<file path="src/rtl/max_pool_pkg.sv">
// max_pool_pkg: constants and helpers shared by the max-pool address
// generator and the compare stage.
//   SEL_*        one-hot element tags for the four positions of a 2x2 window
//   num_windows  number of 2x2 windows in a matrix_size x matrix_size input
package max_pool_pkg;

  localparam logic [3:0] SEL_TL = 4'b0001;
  localparam logic [3:0] SEL_TR = 4'b0010;
  localparam logic [3:0] SEL_BL = 4'b0100;
  localparam logic [3:0] SEL_BR = 4'b1000;

  function automatic int unsigned num_windows(input int unsigned matrix_size);
    return (matrix_size - 1) * (matrix_size - 1);
  endfunction

endpackage

</file>
<file path="src/rtl/signed_max2.sv">
// signed_max2: combinational signed maximum of two operands.
//   a, b : signed operands (data_width bits)
//   y    : a when a >= b, otherwise b (ties resolve to a)
module signed_max2 #(
  parameter int unsigned data_width = 16
) (
  input  logic signed [data_width-1:0] a,
  input  logic signed [data_width-1:0] b,
  output logic signed [data_width-1:0] y
);

  always_comb begin
    y = (a >= b) ? a : b;
  end

endmodule

</file>
<file path="src/rtl/max_pool_compare.sv">
// max_pool_compare: running signed maximum over the four elements of each
// 2x2 pooling window; emits one pooled value plus its output-map address per
// window, and flags completion once every window has been written.
//   clk, reset  clock / synchronous active-high reset
//   enable      when low, sel/data_in are ignored and state holds
//   sel         one-hot element tag (TL/TR/BL/BR), 0 = no data
//   data_in     signed element aligned with sel
//   out_base    output-map base address
//   max_out     pooled value (valid with max_valid)
//   max_valid   one-cycle emit strobe
//   wr_addr     out_base + window index
//   done        sticky: all windows emitted
//   err         sticky: element sequence violation seen
module max_pool_compare
  import max_pool_pkg::*;
#(
  parameter int unsigned matrix_size = 3,
  parameter int unsigned add_size    = 14,
  parameter int unsigned data_width  = 16
) (
  input  logic                         clk,
  input  logic                         reset,
  input  logic                         enable,
  input  logic [3:0]                   sel,
  input  logic signed [data_width-1:0] data_in,
  input  logic [add_size-1:0]          out_base,
  output logic signed [data_width-1:0] max_out,
  output logic                         max_valid,
  output logic [add_size-1:0]          wr_addr,
  output logic                         done,
  output logic                         err
);

  localparam int unsigned         NWIN     = num_windows(matrix_size);
  localparam logic [add_size-1:0] LAST_IDX = add_size'(NWIN - 1);

  logic signed [data_width-1:0] run_max;
  logic signed [data_width-1:0] cmp_max;
  logic                         have_first;
  logic [add_size-1:0]          window_idx;
  logic                         accept;
  logic                         sel_onehot;

  // Single comparator serves both the running update and the final emit:
  // in either case the result is max(run_max, data_in) with ties keeping run_max.
  signed_max2 #(.data_width(data_width)) u_max (
    .a (run_max),
    .b (data_in),
    .y (cmp_max)
  );

  always_comb begin
    accept     = enable && !done && (sel != 4'b0000);
    sel_onehot = (sel & (sel - 4'd1)) == 4'b0000;
  end

  always_ff @(posedge clk) begin
    if (reset) begin
      run_max    <= '0;
      have_first <= 1'b0;
      window_idx <= '0;
      max_out    <= '0;
      max_valid  <= 1'b0;
      wr_addr    <= '0;
      done       <= 1'b0;
      err        <= 1'b0;
    end else begin
      max_valid <= 1'b0;
      if (accept) begin
        if (!sel_onehot) begin
          err <= 1'b1;
        end else begin
          unique case (sel)
            SEL_TL: begin
              // A repeated TL restarts the window on the new value.
              if (have_first) err <= 1'b1;
              run_max    <= data_in;
              have_first <= 1'b1;
            end
            SEL_TR, SEL_BL: begin
              if (have_first) run_max <= cmp_max;
              else            err     <= 1'b1;
            end
            SEL_BR: begin
              if (have_first) begin
                max_out    <= cmp_max;
                wr_addr    <= out_base + window_idx;
                max_valid  <= 1'b1;
                window_idx <= window_idx + 1'b1;
                have_first <= 1'b0;
                if (window_idx == LAST_IDX) done <= 1'b1;
              end else begin
                err <= 1'b1;
              end
            end
            default: ;
          endcase
        end
      end
    end
  end

endmodule

</file>
<file path="config.mk">
export PLATFORM = sky130hd
export DESIGN_NAME = max_pool_compare
export DESIGN_NICKNAME = d
export VERILOG_FILES = /design/src/rtl/max_pool_pkg.sv /design/src/rtl/signed_max2.sv /design/src/rtl/max_pool_compare.sv
export SDC_FILE = /design/constraint.sdc
export NUM_CORES = 1
export LEC_CHECK = 0
export ABC_AREA = 1
export BUFFER_PORTS_ARGS = -buffer_cell sky130_fd_sc_hd__buf_2
export CAP_MARGIN = 20
export CORE_MARGIN = 2
export CORE_UTILIZATION = 55
export CTS_BUF_LIST = sky130_fd_sc_hd__clkbuf_8 sky130_fd_sc_hd__clkbuf_16
export DETAILED_ROUTE_END_ITERATION = 8
export PLACE_DENSITY_LB_ADDON = 0.2
export RECOVER_POWER = 50
export SLEW_MARGIN = 40
export SYNTH_ARGS = -nofsm -noshare
export SYNTH_HDL_FRONTEND = slang
export SYNTH_SLANG_ARGS = --single-unit
</file>
<file path="constraint.sdc">
create_clock -name clk -period 2.4 [get_ports clk]
set_input_delay 0 -clock clk [delete_from_list [all_inputs] [get_ports clk]]
set_output_delay 0 -clock clk [all_outputs]
set_load 0.01 [all_outputs]
</file>
# Word level (Yosys, flattened, before mapping)
# Index checks and enable logic that the tools add are counted.
[word_totals]
regBits = 64
elab_cells = 49
[classes]
n_addsub = 3
n_lt_le_gt_ge = 1
eq_ne = 9
n_mux = 9
bitwise = 4
n_reduce_logical = 15
[op_table]
columns = ["op", "n"]
rows = [
  ["two-way mux 16 bit", 2],
  ["case mux 16 bit (2 select lines)", 1],
  [">= comparator 16 bit", 1],
  ["adder 14 x 1 -> 14 bit, second input constant", 1],
  ["adder 14 bit", 1],
  ["equality test 14 x 2 -> 1 bit, second input constant", 1],
  ["AND reduction 4 bit", 3],
  ["inequality test 3 bit, second input constant", 2],
  ["AND reduction 5 bit", 1],
  ["bitwise AND 4 bit", 1],
  ["equality test 4 x 1 -> 1 bit, second input constant", 1],
  ["equality test 4 x 2 -> 1 bit, second input constant", 1],
  ["equality test 4 x 3 -> 1 bit, second input constant", 1],
  ["equality test 4 bit, second input constant", 1],
  ["zero test 4 bit", 1],
  ["two-way mux 1 bit", 4],
  ["case mux 1 bit (2 select lines)", 2],
  ["nonzero test 2 bit", 2],
  ["nonzero test 4 bit", 1],
  ["OR reduction 4 bit", 1],
  ["subtractor 4 x 1 -> 4 bit, second input constant", 1],
  ["inequality test 3 x 2 -> 1 bit, second input constant", 1],
  ["inverter 1 bit", 3],
  ["AND reduction 3 bit", 1],
  ["other kinds (5)", 6],
]

# Depth between registers and ports, before layout
# Gate-level depths: netlist of the first run.
[depth]
ltp_word = 5
depth_mapped = 18

# Cells and area by module
# From an unflattened synthesis of the first run, not the netlist that was laid out.
[unflattened]
hier_cells = 683
hier_area_um2 = 4399.2
[by_module_without_submodules]
columns = ["module", "instances", "cells_per_inst", "area_each_um2", "seq_area_each_um2"]
rows = [
  ["max_pool_compare", 1, 557, 3682.3, 1281.2],
  ["signed_max2", 1, 126, 716.9, 0.0],
]

# Least setup slack after synthesis of the first run
# No wires, ideal clock.
[synth_timing]
kind = "register -> register"
from = "register window_idx[0]"
to = "register wr_addr[10]"
setup_ns = 0.115
t_arrival_ns = 1.871
required_time_ns = 2.285
setup_slack_ns = 0.413
path_stages_with_launch = 13
synth_period_minus_slack_ns = 1.987
path_cell_list = "dfxtp_1 -> ha_1 -> inv_1 -> fa_1 -> inv_1 -> nand3_1 -> nand2_1 -> a21oi_1 -> o21ai_0 -> a21oi_1 -> xnor2_1 -> o21ai_0 -> inv_1"
[synth_between]
elab_chain_len = 1
[synth_lines]
columns = ["element", "line", "source"]
rows = [
  ["start: declaration", "max_pool_compare.sv:40", "logic [add_size-1:0] window_idx;"],
  ["start signal: assignment", "max_pool_compare.sv:89", "window_idx <= window_idx + 1'b1;"],
  ["adder 14 bit", "max_pool_compare.sv:87", "wr_addr <= out_base + window_idx;"],
  ["end signal: assignment", "max_pool_compare.sv:87", ""],
  ["end: declaration", "max_pool_compare.sv:29", "output logic [add_size-1:0] wr_addr,"],
]
# No other way between the ends.
# A chain may end at the register's enable or synchronous reset.

# Final worst setup path of the first run
# Ends and elaborated chain as after synthesis.

==> metrics.cfg, run 1 <==
[layout]
syn2layout_area_growth_pct = 14.9
n_antenna_cell = 0
nets = 703
drive_gt1_share_pct = 10.6
final_core_util_pct = 65.8
stdcell_area_sq_mm = 0.00452

[yosys]
synthAdderAreaFrac_pct = 10.1
synth_nets = 636
syn_inst = 568
synth_top_family_by_area = simple AND/OR/NAND/NOR gates
ys_seq_area_share_pct = 32.6
postSynthAreaPerCell_sq_um = 6.93
synth_mux_area_share_pct = 0
yosysWarningCount = 0
synthDistinctLibCells = 36
ys_ff_latch = 64
synth-compound-area-share_pct = 17.4
syn-cell-area_sq_mm = 0.00393
synth-simple-area-share_pct = 26.5
synthXorXnorAreaFrac_pct = 2.45

[global_route]
grt_most_used_layer = met2
gr-total-overflow = 0
grtUsageMet2_pct = 49.0
grt_pass1_vias = 3887
grt_usage_pct = 27.1
grt_pass1_wl_mm = 16.9
met1_usage_pct = 32.5
antenna_found_initial = 0
grt_max_degree = 49
grtUsageMet3_pct = 3.82

[worst_setup_path]
start_kind = flop
end_kind = flop
slowest_delay_ns = 0.39
cpMostUsedCell = inv_1
crit_chain = ha_1, inv_1, fa_1, inv_1, nand3_1, nand2_1, a21oi_1, o21ai_1, a21oi_1, xnor2_1, o21ai_0, inv_1
cp_slowest_cell = fa_1
cp_max_fo = 3
cp_data_required_time_ns = 2.64
critPathArrivalTime_ns = 2.37
crit_type = flop to flop

[floorplanning]
start_util_pct = 57.3
io_pins = 70
coreArea_sq_mm = 0.00687
dieArea_sq_mm = 0.00784
num_rows = 30
die_h_um = 88.6
die_w_um = 88.6

[sta]
slew_headroom_pct = 64.7
period_share_pct = 88.8
timing.final.max_slew_violations = 0
tightestPinTransition_ns = 0.525
tns_ns = 0
hold_viol = 0
fmax_mhz = 469
min_period_ns = 2.13
grt_setup_unrepaired = no
setup_viol = 0
fin_skew_ns = 0.00865

[clock_tree]
numClockSinks = 64
cts_root_buffer = clkbuf_8
insertion_delay_ns = 0.34
cts_tree = yes
cts_buffers = 9
cts_buffer_depth = 2
clkTransAtPathRegs_ns = 0.07
cts_max_level = 3
cts_setup_buffers = 0

[worst_hold_path]
hold_path_class = input pin to flop

[routing]
drc = 0
first_iter_violations = 171
first_pass_iters = 5
viasPerCell = 5.39
wl_per_cell_um = 13.5
vias = 3966
wl_mm = 9.94
drtAntennaViolNets = 0

[placement]
gp_congestion = 0.913
io_buffers = 69
place_area_sq_mm = 0.00437
dpl.hpwl_mm = 6.97

[outcome]
status = finished clean

[flow_run]
drv_cap = 0

[pwr]
powerDensity_mw_per_mm2 = 507
power_mw = 2.29
leakage_nw = 2.16
vdd_drop_max_mv = 0.382

## power breakdown
group | internal, mW | total (mW) | switching, mW
registers | 1.06 | 1.07 | 0.00186
logic | 0.0726 | 0.199 | 0.127
clock network | 0.584 | 1.03 | 0.443
## per-layer routing
layer  up-vias  routed length (um)  share of wire, %
met5         -                   0                 0
met4         0                 145               1.5
met3        15                 477               4.8
met2       109                4950                50
met1      1809                4370                44
li1       2033                   -                 -
## cells in the final DEF, fill, tap and decap left out
master / count
nand3_2: 1
xor2_1: 7
nand3_1: 51
bufinv_16: 2
clkbuf_1: 34
o31ai_1: 1
a211oi_1: 1
a21oi_1: 62
a31oi_1: 1
o21ai_0: 25
o21a_1: 2
dfxtp_1: 64
xnor2_1: 4
inv_2: 1
ha_1: 30
a21o_1: 4
nand4_1: 24
inv_1: 84
a311oi_1: 1
fa_1: 1
o211ai_1: 16
buf_2: 36
clkbuf_8: 9
or2_1: 1
nor4_1: 1
nor2_1: 43
nand2_1: 102
o21ai_1: 2
o21ai_2: 1
a21oi_2: 3
clkinvlp_4: 3
o21ba_2: 1
clkinv_2: 1
buf_4: 9
nor3_1: 11
clkinv_4: 1
## synth_stat cells, drive strengths merged
cell	n	area [sq um]
xnor2	4	35.0
xor2	7	61.3
nand2	102	383
buf	12	72.6
o21ai	28	144
nor4	1	6.26
o31ai	1	7.51
nor3	11	60.1
o21a	2	15.0
dfxtp	64	1280
a21o	4	30.0
a311oi	1	8.76
a31oi	1	6.26
a21oi	65	337
a211oi	1	7.51
inv	85	319
o211ai	16	120
fa	1	20.0
or2	1	6.26
ha	30	375
nand3	52	265
clkbuf	11	41.3
o21ba	1	10.0
nand4	24	150
nor2	43	171
## registers in the layout (all words and copies together) (netlist names)
register	flops
done	1
wr_addr	14
run_max	16
window_idx	14
have_first	1
max_valid	1
max_out	16
err	1
## repair_timing
item                                    CTS  global route
hold buffers                              0             0
endpoints found under the setup margin    0             1
gates resized for setup                   0             1
## metrics by stage
stage / hold WS (ns) / std cells / worst slack [ns]
floorplan: 0.225 / 568 / 0.413
global placement: 0.369 / 720 / 0.303
detailed placement: 0.372 / 720 / 0.195
CTS: 0.0105 / 736 / 0.190
global route: 0.0378 / 736 / 0.0395
finish: 0.0187 / 736 / 0.268
## layout make-up
type / instances / area [sq um]
Fill cell: 631 / 2350
Clock inverter: 7 / 96.3
Clock buffer: 9 / 124
Multi-Input combinational cell: 396 / 2200
Inverter: 85 / 319
Tap cell: 96 / 120
Sequential cell: 64 / 1280
Timing Repair Buffer: 79 / 375
## kinds of logic after synthesis
logic type / after synthesis
AND/OR/NAND/NOR: 234
AO/OA/AOI/OAI: 120
XOR/XNOR: 11
flip-flops: 64
buffers and inverters: 108
adder cells (fa/ha/maj): 31
## final timing paths
kind / start / end / slack, ns / cells after the start
min: out_base[0] / wr_addr[0] / 0.02 / 4
max reg2reg: window_idx[0] / wr_addr[10] / 0.27 / 12
min reg2reg: err / err / 0.47 / 1
max: window_idx[0] / wr_addr[10] / 0.27 / 12
## worst max-delay path: cells and delay by family, from the launching register on
family / cells / cell delay, ns
and+or+nand+nor: 2 / 0.20
buffers and inverters: 3 / 0.20
DFF: 1 / 0.36
xor gates and xnor gates: 1 / 0.13
AOI/OAI and AO/OA: 4 / 0.57
adders and majority gates: 2 / 0.57
(Power assumes the default switching activity.)
==> run 2, diff against run 1 <==
- PLACE_DENSITY_LB_ADDON: 0.2 -> 0.25
- REMOVE_ABC_BUFFERS: not set -> 1
==> metrics.cfg, run 2 (same netlist as run 1, synthesis figures left out) <==
[outcome]
status = finished clean

[pwr]
powerDensity_mw_per_mm2 = 490  ; -3.4%
vdd_drop_max_mv = 0.294  ; -23%
leakage_nw = 2.19  ; +1.1%
power_mw = 2.22  ; -3.3%

[worst_setup_path]
cp_data_required_time_ns = 2.67  ; +0.03 ns
r2r_slack_ns = 0.31  ; +0.04 ns
path_delay_family = simple AND/OR/NAND/NOR gates
slowest_delay_ns = 0.33  ; -0.06 ns
cpMostUsedCell = nand2_1
critPathArrivalTime_ns = 2.36  ; about the same
reg2reg_from = run_max[13]
crit_type = flop to flop
start_kind = flop
cp_max_fo = 16  ; +13
crit_chain = ha_1, nand2_1, inv_1, o21ai_0, nand2_1, a21oi_1, nand2_1, nand2_1, buf_4, nand4_1, nand3_1, nand2_1, a21oi_1
critPathBufInv = 2  ; -1
crit_cells = 13  ; +1
ff2ff_path_depth = 13  ; +1
cp_slowest_cell = dfxtp_1
reg2reg_to = run_max[9]
end_kind = flop

[sta]
grt_setup_unrepaired = no
period_share_pct = 87.0  ; -1.9 points
min_period_ns = 2.09  ; -0.0450 ns
fmax_mhz = 479  ; +2.2%
fin_skew_ns = 0.00673  ; -0.00192 ns
hold_viol = 0  ; unchanged
finalHoldWorstSlack_ns = 0.0256  ; +0.00692 ns
timing.final.max_slew_violations = 0  ; unchanged
slew_headroom_pct = 55.8  ; -9.0 points
tightestPinTransition_ns = 0.663  ; +0.138 ns
worst_slack_ns = 0.313  ; +0.0450 ns
setup_viol = 0  ; unchanged

[layout]
final_common_cell = nand2_1
n_antenna_cell = 0  ; unchanged
syn2layout_area_growth_pct = 15.0  ; about the same
instances_no_fill = 736  ; unchanged
drive_gt1_share_pct = 10.5  ; -0.16 points
nets = 703  ; unchanged
layout_common_cells = nand2_1 (102), inv_1 (86), dfxtp_1 (64)
stdcell_area_sq_mm = 0.00452  ; about the same
reg_top3 = max_out (16), run_max (16)

[clock_tree]
cts_max_level = 3  ; unchanged
cts_root_buffer = clkbuf_8
insertion_delay_ns = 0.35  ; about the same
cts_buffer_depth = 2  ; unchanged
clkTransAtPathRegs_ns = 0.07  ; about the same
cts_buffers = 9  ; unchanged
numClockSinks = 64  ; unchanged
cts_tree = yes
cts_setup_buffers = 0  ; unchanged

[global_route]
grt_max_degree = 54  ; +10%
grt_usage_pct = 26.4  ; -0.65 points
antenna_found_initial = 0  ; unchanged
gr-total-overflow = 0  ; unchanged
grt_pass1_vias = 3851  ; -0.93%
grt_pass1_wl_mm = 16.6  ; -2.0%

[floorplanning]
die_h_um = 88.6  ; unchanged
dieArea_sq_mm = 0.00784  ; unchanged
num_rows = 30  ; unchanged
io_pins = 70  ; unchanged
start_util_pct = 57.3  ; unchanged
coreArea_sq_mm = 0.00687  ; unchanged
die_w_um = 88.6  ; unchanged

[routing]
wl_mm = 9.63  ; -3.2%
met2_length_mm = 4.74  ; -4.2%
viasPerCell = 5.53  ; +2.6%
wl_met1_mm = 4.24  ; -3.0%
drtAntennaViolNets = 0  ; unchanged
first_pass_iters = 5  ; unchanged
routed.top_layer = met4
dr_wl_met3_um = 515  ; +8.0%
drc = 0  ; unchanged
wl_per_cell_um = 13.1  ; -3.2%
first_iter_violations = 150  ; -12%
vias = 4069  ; +2.6%

[placement]
dp.cells = 719  ; -0.14%
pre_cts_ws_ns = 0.215  ; +0.0195 ns
io_buffers = 69  ; unchanged
gp_congestion = 0.904  ; -1.0%
place_area_sq_mm = 0.00436  ; -0.17%
dpl.hpwl_mm = 6.74  ; -3.4%

[worst_hold_path]
hold_start = out_base[0]
holdPathStages = 4  ; unchanged
hold_path_class = input pin to flop
min_to = wr_addr[0]

[flow_run]
drv_cap = 0  ; unchanged

==> run 2: worst min-delay path, stage by stage <==
cell    delay (ns)
buf_2         0.09
ha_1          0.13
nor2_1        0.04
nor2_1        0.08
==> run 2: cell type report <==
type | instances | area, sq um
fill | 624 | 2340
clock inverter | 5 | 47.5
multi-input combinational | 396 | 2220
inverter | 85 | 319
tap | 96 | 120
clock buffer | 11 | 151
timing repair buffer | 79 | 382
sequential | 64 | 1280
==> run 2: metal layers <==
metal / track usage [%] / up-vias
li1: - / 2039
met1: 32.3 / 1891
met2: 46.7 / 124
met3: 5.41 / 15
met4: 8.26 / 0
met5: 0 / -
==> run 2: worst max-delay path by stage <==
stage                   from             end  slack (ns)
4_1_cts          run_max[13]     max_out[12]        0.21
3_3_place_gp   window_idx[0]     wr_addr[10]        0.30
3_5_place_dp   window_idx[0]     wr_addr[10]        0.21
5_1_grt          run_max[13]     run_max[10]        0.07
6_report         run_max[13]      run_max[9]        0.31
2_1_floorplan           done  window_idx[13]       -0.92
==> run 2: stage by stage <==
stage	setup TNS, ns	utilization, %
floorplan	-22.09	-
global placement	0	63.5
detailed placement	0	63.5
CTS	0	66.5
global route	0	65.9
finish	0	65.9
==> run 2: what timing repair did <==
item                       in CTS  in global routing
setup endpoints to repair       0                 17
hold buffers                    1                  0
hold endpoints to repair        1                  0
gates resized for setup         0                  2
==> run 2: where the power goes <==
group | switching, mW | internal (mW) | leakage [nW]
clock | 0.422 | 0.526 | 0.112
sequential | 0.00185 | 1.06 | 0.516
combinational | 0.130 | 0.0732 | 1.56
